**src/rtl/miso_capture_pkg.sv**
```systemverilog
// Shared constants and state type for the oversampled MISO capture path.
//   CAPTURE_LEN : samples collected per SPI frame
//   WORD_LEN    : data bits per SPI word
//   OVERSAMPLE  : samples taken per SCLK bit
//   CNT_W       : sample counter width (holds 0..CAPTURE_LEN)
package miso_capture_pkg;

    localparam int unsigned CAPTURE_LEN = 74;
    localparam int unsigned WORD_LEN    = 16;
    localparam int unsigned OVERSAMPLE  = 4;
    localparam int unsigned CNT_W       = 7;

    typedef enum logic {
        IDLE    = 1'b0,
        CAPTURE = 1'b1
    } cap_state_e;

endpackage

```
**src/rtl/miso_sync_chain.sv**
```systemverilog
// Single-bit flip-flop synchroniser for one raw MISO pin.
//   dataclk : destination clock
//   reset_n : asynchronous active-low reset, clears every stage
//   d       : raw asynchronous input
//   q       : d delayed by SYNC_STAGES dataclk cycles (legal depth 2..4)
module miso_sync_chain #(
    parameter int unsigned SYNC_STAGES = 2
) (
    input  logic dataclk,
    input  logic reset_n,
    input  logic d,
    output logic q
);

    logic [SYNC_STAGES-1:0] sync_q;

    // Shift chain; stage 0 is the metastability-exposed flop.
    always_ff @(posedge dataclk or negedge reset_n) begin
        if (!reset_n) begin
            sync_q <= '0;
        end else begin
            sync_q <= {sync_q[SYNC_STAGES-2:0], d};
        end
    end

    assign q = sync_q[SYNC_STAGES-1];

endmodule

```
**src/rtl/miso_oversample_capture.sv**
```systemverilog
// Oversampled MISO capture: synchronises each lane, collects 74 samples per
// SPI frame into a per-lane shift register and publishes them on completion.
//   dataclk       : sample clock (4x SCLK)
//   reset_n       : asynchronous active-low reset
//   frame_start   : one-cycle pulse, first sample cycle of a frame
//   sample_en     : sampling/counting enable
//   miso_in       : raw MISO pins, one per lane
//   overrun_clr   : clears the sticky overrun flag
//   miso4x        : held samples, lane k at [74k+73:74k], bit 0 oldest
//   capture_valid : one-cycle strobe, miso4x updated on the same edge
//   busy          : frame capture in progress
//   overrun       : sticky, a frame was aborted by a new frame_start
module miso_oversample_capture
    import miso_capture_pkg::*;
#(
    parameter int unsigned NUM_LANES   = 1,
    parameter int unsigned SYNC_STAGES = 2
) (
    input  logic                             dataclk,
    input  logic                             reset_n,
    input  logic                             frame_start,
    input  logic                             sample_en,
    input  logic [NUM_LANES-1:0]             miso_in,
    input  logic                             overrun_clr,
    output logic [NUM_LANES*CAPTURE_LEN-1:0] miso4x,
    output logic                             capture_valid,
    output logic                             busy,
    output logic                             overrun
);

    localparam int unsigned VEC_W = NUM_LANES * CAPTURE_LEN;

    logic [NUM_LANES-1:0] miso_s;
    logic [VEC_W-1:0]     shreg_q;
    logic [VEC_W-1:0]     shreg_next_c;

    cap_state_e       state_q, state_d;
    logic [CNT_W-1:0] count_q, count_d;
    logic             busy_d, overrun_d, valid_d;
    logic             shift_c, load_c;

    // Per-lane synchroniser and next shift value (newest sample enters at the top).
    for (genvar k = 0; k < NUM_LANES; k++) begin : g_lane
        miso_sync_chain #(
            .SYNC_STAGES (SYNC_STAGES)
        ) u_sync (
            .dataclk (dataclk),
            .reset_n (reset_n),
            .d       (miso_in[k]),
            .q       (miso_s[k])
        );

        assign shreg_next_c[k*CAPTURE_LEN +: CAPTURE_LEN] =
            {miso_s[k], shreg_q[k*CAPTURE_LEN+1 +: CAPTURE_LEN-1]};
    end

    // Next-state, counter and flag logic.
    always_comb begin
        state_d   = state_q;
        count_d   = count_q;
        busy_d    = busy;
        overrun_d = overrun & ~overrun_clr;
        valid_d   = 1'b0;
        load_c    = 1'b0;
        shift_c   = sample_en & ((state_q == CAPTURE) | frame_start);

        case (state_q)
            IDLE: begin
                if (frame_start) begin
                    state_d = CAPTURE;
                    busy_d  = 1'b1;
                    count_d = sample_en ? CNT_W'(1) : CNT_W'(0);
                end
            end
            CAPTURE: begin
                if (sample_en && (count_q == CNT_W'(CAPTURE_LEN - 1))) begin
                    // 74th sample closes the frame even if a new one starts now;
                    // that sample belongs only to the finishing frame.
                    load_c  = 1'b1;
                    valid_d = 1'b1;
                    count_d = CNT_W'(0);
                    if (!frame_start) begin
                        state_d = IDLE;
                        busy_d  = 1'b0;
                    end
                end else if (frame_start) begin
                    // Abort: restart the count, set wins over a same-cycle clear.
                    count_d   = sample_en ? CNT_W'(1) : CNT_W'(0);
                    overrun_d = 1'b1;
                end else if (sample_en) begin
                    count_d = count_q + CNT_W'(1);
                end
            end
            default: begin
                state_d = IDLE;
                busy_d  = 1'b0;
                count_d = CNT_W'(0);
            end
        endcase
    end

    // State, control and flag registers.
    always_ff @(posedge dataclk or negedge reset_n) begin
        if (!reset_n) begin
            state_q       <= IDLE;
            count_q       <= '0;
            busy          <= 1'b0;
            overrun       <= 1'b0;
            capture_valid <= 1'b0;
        end else begin
            state_q       <= state_d;
            count_q       <= count_d;
            busy          <= busy_d;
            overrun       <= overrun_d;
            capture_valid <= valid_d;
        end
    end

    // Sample shift registers and held output vector.
    always_ff @(posedge dataclk or negedge reset_n) begin
        if (!reset_n) begin
            shreg_q <= '0;
            miso4x  <= '0;
        end else begin
            if (shift_c) begin
                shreg_q <= shreg_next_c;
            end
            if (load_c) begin
                miso4x <= shreg_next_c;
            end
        end
    end

endmodule

```
**config.mk**
```make
export PLATFORM = sky130hd
export DESIGN_NAME = miso_oversample_capture
export DESIGN_NICKNAME = d
export VERILOG_FILES = /design/src/rtl/miso_capture_pkg.sv /design/src/rtl/miso_sync_chain.sv /design/src/rtl/miso_oversample_capture.sv
export SDC_FILE = /design/constraint.sdc
export NUM_CORES = 1
export LEC_CHECK = 0
export CORE_UTILIZATION = 58
export CTS_BUF_LIST = sky130_fd_sc_hd__clkbuf_4
export DETAILED_ROUTE_END_ITERATION = 10
export PLACE_DENSITY = 0.91
export SYNTH_ARGS = -nofsm -noshare
export SYNTH_HDL_FRONTEND = slang
export SYNTH_SLANG_ARGS = --single-unit
```
**constraint.sdc**
```tcl
create_clock -name dataclk -period 5.25 [get_ports dataclk]
set_clock_uncertainty 0.2 [all_clocks]
set_input_delay 1.3125 -clock dataclk [delete_from_list [all_inputs] [get_ports dataclk]]
set_output_delay 1.3125 -clock dataclk [all_outputs]
set_load 0.005 [all_outputs]
```
Word level (Yosys, flattened, before mapping)
Index checks and enable logic that the tools add are counted.
{ "totals": {"latchBits": 0, "mem_bits_rw": 0, "input_bits": 6, "wordCells": 40, "mem_bits_ro": 0, "out_inout_bits": 77, "n_memories": 0, "regBits": 161} }
{ "classes": {"bitwise": 5, "n_eq_ne": 5, "muxes": 18, "div_mod_pow": 0, "n_addsub": 1, "n_reduce_logical": 3, "shifts": 0, "order_cmp": 0, "mul": 0} }
{ "op_table": {"columns": ["operator", "count"], "rows": [
  ["$mux 7", 4],
  ["$pmux 7 s2", 1],
  ["$mux 1", 11],
  ["$add 7x1->7 const B", 1],
  ["$eq 7x7->1 const B", 1],
  ["$ne 2x2->1 const B", 2],
  ["$ne 4x3->1 const B", 1],
  ["$pmux 1 s2", 2],
  ["$reduce_and 3->1", 1],
  ["$and 1x1->1", 2],
  ["$ne 2x1->1 const B", 1],
  ["$not 1->1", 2],
  ["$reduce_and 2->1", 1],
  ["$logic_and 1x1->1", 1],
  ["$or 1x1->1", 1]
]} }

Logic depth before layout (Yosys ltp)
{ "depth": {"ltp_word": 5, "ltp_mapped": 7, "ltp_nobuf": 5} }

Cells and area by module
A second synthesis with hierarchy kept.
{ "hier_totals": {"cells_unflattened": 375, "hier_area_um2": 6247.2} }
{ "modules_own_cells": {"columns": ["module", "area_per_inst_um2", "n_inst", "seq_area_each_um2", "cells_per_inst"], "rows": [
  ["miso_oversample_capture", 6197.2, 1, 3953.8, 373],
  ["miso_sync_chain", 50.0, 1, 50.0, 2]
]} }

Worst setup path before layout
Ideal clock, no wire load.
{ "synth_path": {"path_type": "input port to flip-flop", "startpoint": "input frame_start", "endpoint": "register shreg_q[10]", "path_buffers": 2, "setup_ns": 0.125, "stages": 4, "required_time_ns": 4.925, "arrival_time_ns": 2.336, "setup_slack_ns": 2.589, "path_cell_list": "buf_2 o21ai_2 buf_2 mux2_2"} }
{ "synth_via": {"elab_chain_len": 2} }
{ "synth_rtl": {"columns": ["element", "line", "rtl"], "rows": [
  ["start: declaration", "miso_oversample_capture.sv:21", "input logic frame_start,"],
  ["$or 1x1->1", "miso_oversample_capture.sv:65", "shift_c = sample_en & ((state_q == CAPTURE) | frame_start);"],
  ["$and 1x1->1", "miso_oversample_capture.sv:65", null],
  ["end signal: assignment", "miso_oversample_capture.sv:126", "shreg_q <= shreg_next_c;"],
  ["end: declaration", "miso_oversample_capture.sv:34", "logic [VEC_W-1:0] shreg_q;"]
]} }
Every way passes these cells.
A chain may end at the register's enable or synchronous reset.

Worst setup path after layout
{ "layout_path": {"startpoint": "input frame_start", "endpoint": "register shreg_q[68]"} }
Same word-level chain as after synthesis.

==> summary.md <==
| Metric | Value |
|---|---|
| Run status | finished clean |
| Crit end category | flip-flop |
| DP HPWL | between 6000 and 7000 um |
| CTS Sinks | between 150 and 200 |
| Starting Density | 0.5998 |
| Critical path type | input port to flip-flop |
| Hold Vio Cnt, Final | 0 |
| Worst skew pair latency | between 0.5 and 0.6 ns |
| Count leader, synth | dfrtp_1 |
| Worst slew pin tran | approximately 1.0 ns |
| CTS tree | built |
| Clk root buf | clkbuf_4 |
| Hold Path Depth | 0 |
| Syn. warnings | 0 |
| Post-route design area | 7433 um2 |
| Final hold slack | about 0.17 ns |
| Post-Synth Adder-Cell Area | 0.004023 |
| R2R setup slack | just over 3 ns |
| Cell Pwr Density | between 300 and 400 nW/um2 |
| Max_slew headroom | 0.3028 |
| Worst Hold Launch | g_lane[0].u_sync.sync_q[0]$_DFF_PN0_ |
| Power, Total | 0.002258 W |
| FF-to-FF End | shreg_q[68]$_DFFE_PN0P_ |
| NetSw | between 0.0005 and 0.0006 W |
| DRT iter0 DRCs | roughly 140 |
| Synth Instances | ~370 |
| Gate power share | 0.069 |
| Row cnt | 37 |
| Critical path arrival | between 3 and 4 ns |
| Layout cells sized above 1 | 0.3953 |
| Worst-path fanout max | 73 |
| Pin count of the biggest net entering global routing | 121 |
| Die footprint | ~11000 um2 |
| Reg2reg start | state_q$_DFF_PN0_ |
| Pins over their slew limit | 0 |
| Final ANT Viol Nets | 0 |
| Total grt overflow | 0 |
| Core Area | ~10000 um2 |
| Leakage | about 3.7 nW |
| Worst vdd ir | 0.1827 mV |
| Dominant cells by area after synthesis | dfrtp_1, mux2_2, mux2_4 |
| Period utilization | 0.5854 |
| DR pass1 iterations | 4 |
| Switching portion of total power | 0.2362 |
| Data required time at the worst endpoint | around 5.5 ns |
| WL/cell | around 16 um |
| CTS buffer count | 17 |
| Antenna cells | 0 |
| Placed cell areas | ~7000 um2 |
| DR vias | between 3k and 4k |
| Maximum clock insertion buffer count | 2 |
| Mapped cell area | 6220 um2 |
| Worst hold path type | flip-flop to flip-flop |
| Cell taking the most area after synthesis | dfrtp_1 |
| Simple-Gate Fraction of Synth Area | 0.01891 |
| Overall Global Routing Usage | 0.2046 |
| Final WL | 10020 um |
| First-pass GRT wire length | 17390 um |
| Hold EP | g_lane[0].u_sync.sync_q[1]$_DFF_PN0_ |
| Synth cell count leaders | dfrtp_1, mux2_2, mux2_4 |
| Nets | approximately 470 |
| RSZ-0062 raised after global routing | no |
| #FFs+latches synth | 160 |
| Synth Area in XOR/XNOR | 0.005633 |
| Fill count | between 600 and 700 |
| Placer Congestion | ~0.89 |
| Max Cap Viol | 0 |
| Vias in the first global route | between 3k and 4k |
| Port Buffers | a little over 80 |
| Sequential power share | 0.620 |
| Vias/cell | ~5.3 |
| Ys flop type | dfrtp_1 |
| Asr flop ratio synth | 1.000 |
| FF-to-FF path depth | 3 |
| Crit path time final | 3.073 ns |
| CP startpoint | frame_start |
| DRC Markers | 0 |
| Seq/Total Area, Yosys | 0.6437 |
| Post-CTS Setup Bufs | 0 |
| Mux cell area share after synthesis | 0.2907 |
| Setup TNS after final layout | 0 ns |
| Vert. Die Dim | 105.6 um |
| Largest family of logic cells by synthesized area | multiplexers |
| Initial antenna violation count | 0 |
| Die width | roughly 110 um |
| Post-CTS Hold Fix Bufs | 0 |
| Count of different cell masters after synthesis | 28 |
| P_int | roughly 0.0017 W |
| Post-CTS Resized | 0 |
| Worst setup SP type | input port |
| EDFF count, synth | 0 |
| Clock share of power | 0.312 |
| Setup violations, final | 0 |
| FMAX | between 300 and 400 MHz |
| Num ports | 83 |
| Top cell type's share of synthesized area | 0.6437 |
| Clock transition at the registers of the reported paths | 0.12 ns |
| Syn_area_per_cell | between 15 and 20 um2 |
| H-tree levels | 4 |
| Area delta synth->final | 19.51% |
| Synth Area in Compound Gates | 0.01469 |
| Syn_nets | between 300 and 400 |
-- power groups by stage --
stage / combinational [W] / sequential (W) / clock [W]
after floorplan: 0.000114 / 0.00140 / 0
after global placement: 0.000148 / 0.00142 / 0
after detailed placement: 0.000159 / 0.00143 / 0
after CTS: 0.000159 / 0.00140 / 0.000728
after global routing: 0.000174 / 0.00142 / 0.000790
final: 0.000155 / 0.00140 / 0.000704
-- area by class of cell --
| cell class | count | area [um2] | share of cell area |
|---|---|---|---|
| well taps | 136 | 170.2 | 0.02289 |
| clock buffers | 22 | 165.2 | 0.02222 |
| inverters | 6 | 22.52 | 0.003030 |
| flip-flops and latches | 160 | 4004 | 0.5386 |
| multi-input cells | 189 | 2093 | 0.2816 |
| clock inverters | 10 | 113.9 | 0.01532 |
| repair buffers | 86 | 864.6 | 0.1163 |
-- stage by stage --
stage	utilization	cells	setup WS [ns]
2_1_floorplan	-	372	2.589
3_3_place_gp	0.6899	577	1.739
3_5_place_dp	0.6899	577	1.682
4_1_cts	0.7168	609	2.220
5_1_grt	0.7168	609	2.161
6_report	0.7168	609	2.177
-- state kept, by name, summed over array words and instances (netlist names) --
signal                flops
miso4x                   74
shreg_q                  73
count_q                   7
g_lane.u_sync.sync_q      2
busy                      1
capture_valid             1
overrun                   1
state_q                   1
-- worst max-delay path by stage --
stage               slack (ns)                      end
floorplan                 2.59  shreg_q[10]$_DFFE_PN0P_
global placement          1.74  shreg_q[26]$_DFFE_PN0P_
detailed placement        1.68  shreg_q[20]$_DFFE_PN0P_
CTS                       2.22               miso4x[59]
global route              2.16  shreg_q[61]$_DFFE_PN0P_
finish                    2.18  shreg_q[68]$_DFFE_PN0P_
-- worst max-delay path, stage by stage --
cell and delay (ns):
clkdlybuf4s50_1 0.57, o21ai_4 0.21, buf_4 0.69, mux2_2 0.42
-- cell usage in the layout (no fill, tap or decap), drive strengths merged, types with 3 or more instances in the layout --
cell type	count
nand3	3
clkinvlp	3
clkinv	5
o21ai	3
dfrtp	160
nand2	7
clkdlybuf4s50	81
xor2	3
buf	5
a21oi	4
inv	6
mux2	147
nor2	5
clkbuf	22
-- cells by family after synthesis --
logic type / count (synthesis)
xor+xnor: 4
simple gates: 22
buf+inv: 23
fa+ha+maj: 2
flops: 160
compound gates: 13
mux: 148
-- routing by layer --
layer	global-route usage	up-vias	wire length, um	part of all wire
met3	0.06246	11	534	0.053
met5	0	-	0	0
met1	0.2693	1664	4463	0.45
li1	-	1494	-	-
met4	0.07440	0	116	0.012
met2	0.3242	77	4902	0.49
Power figures use the tool's default switching activity.
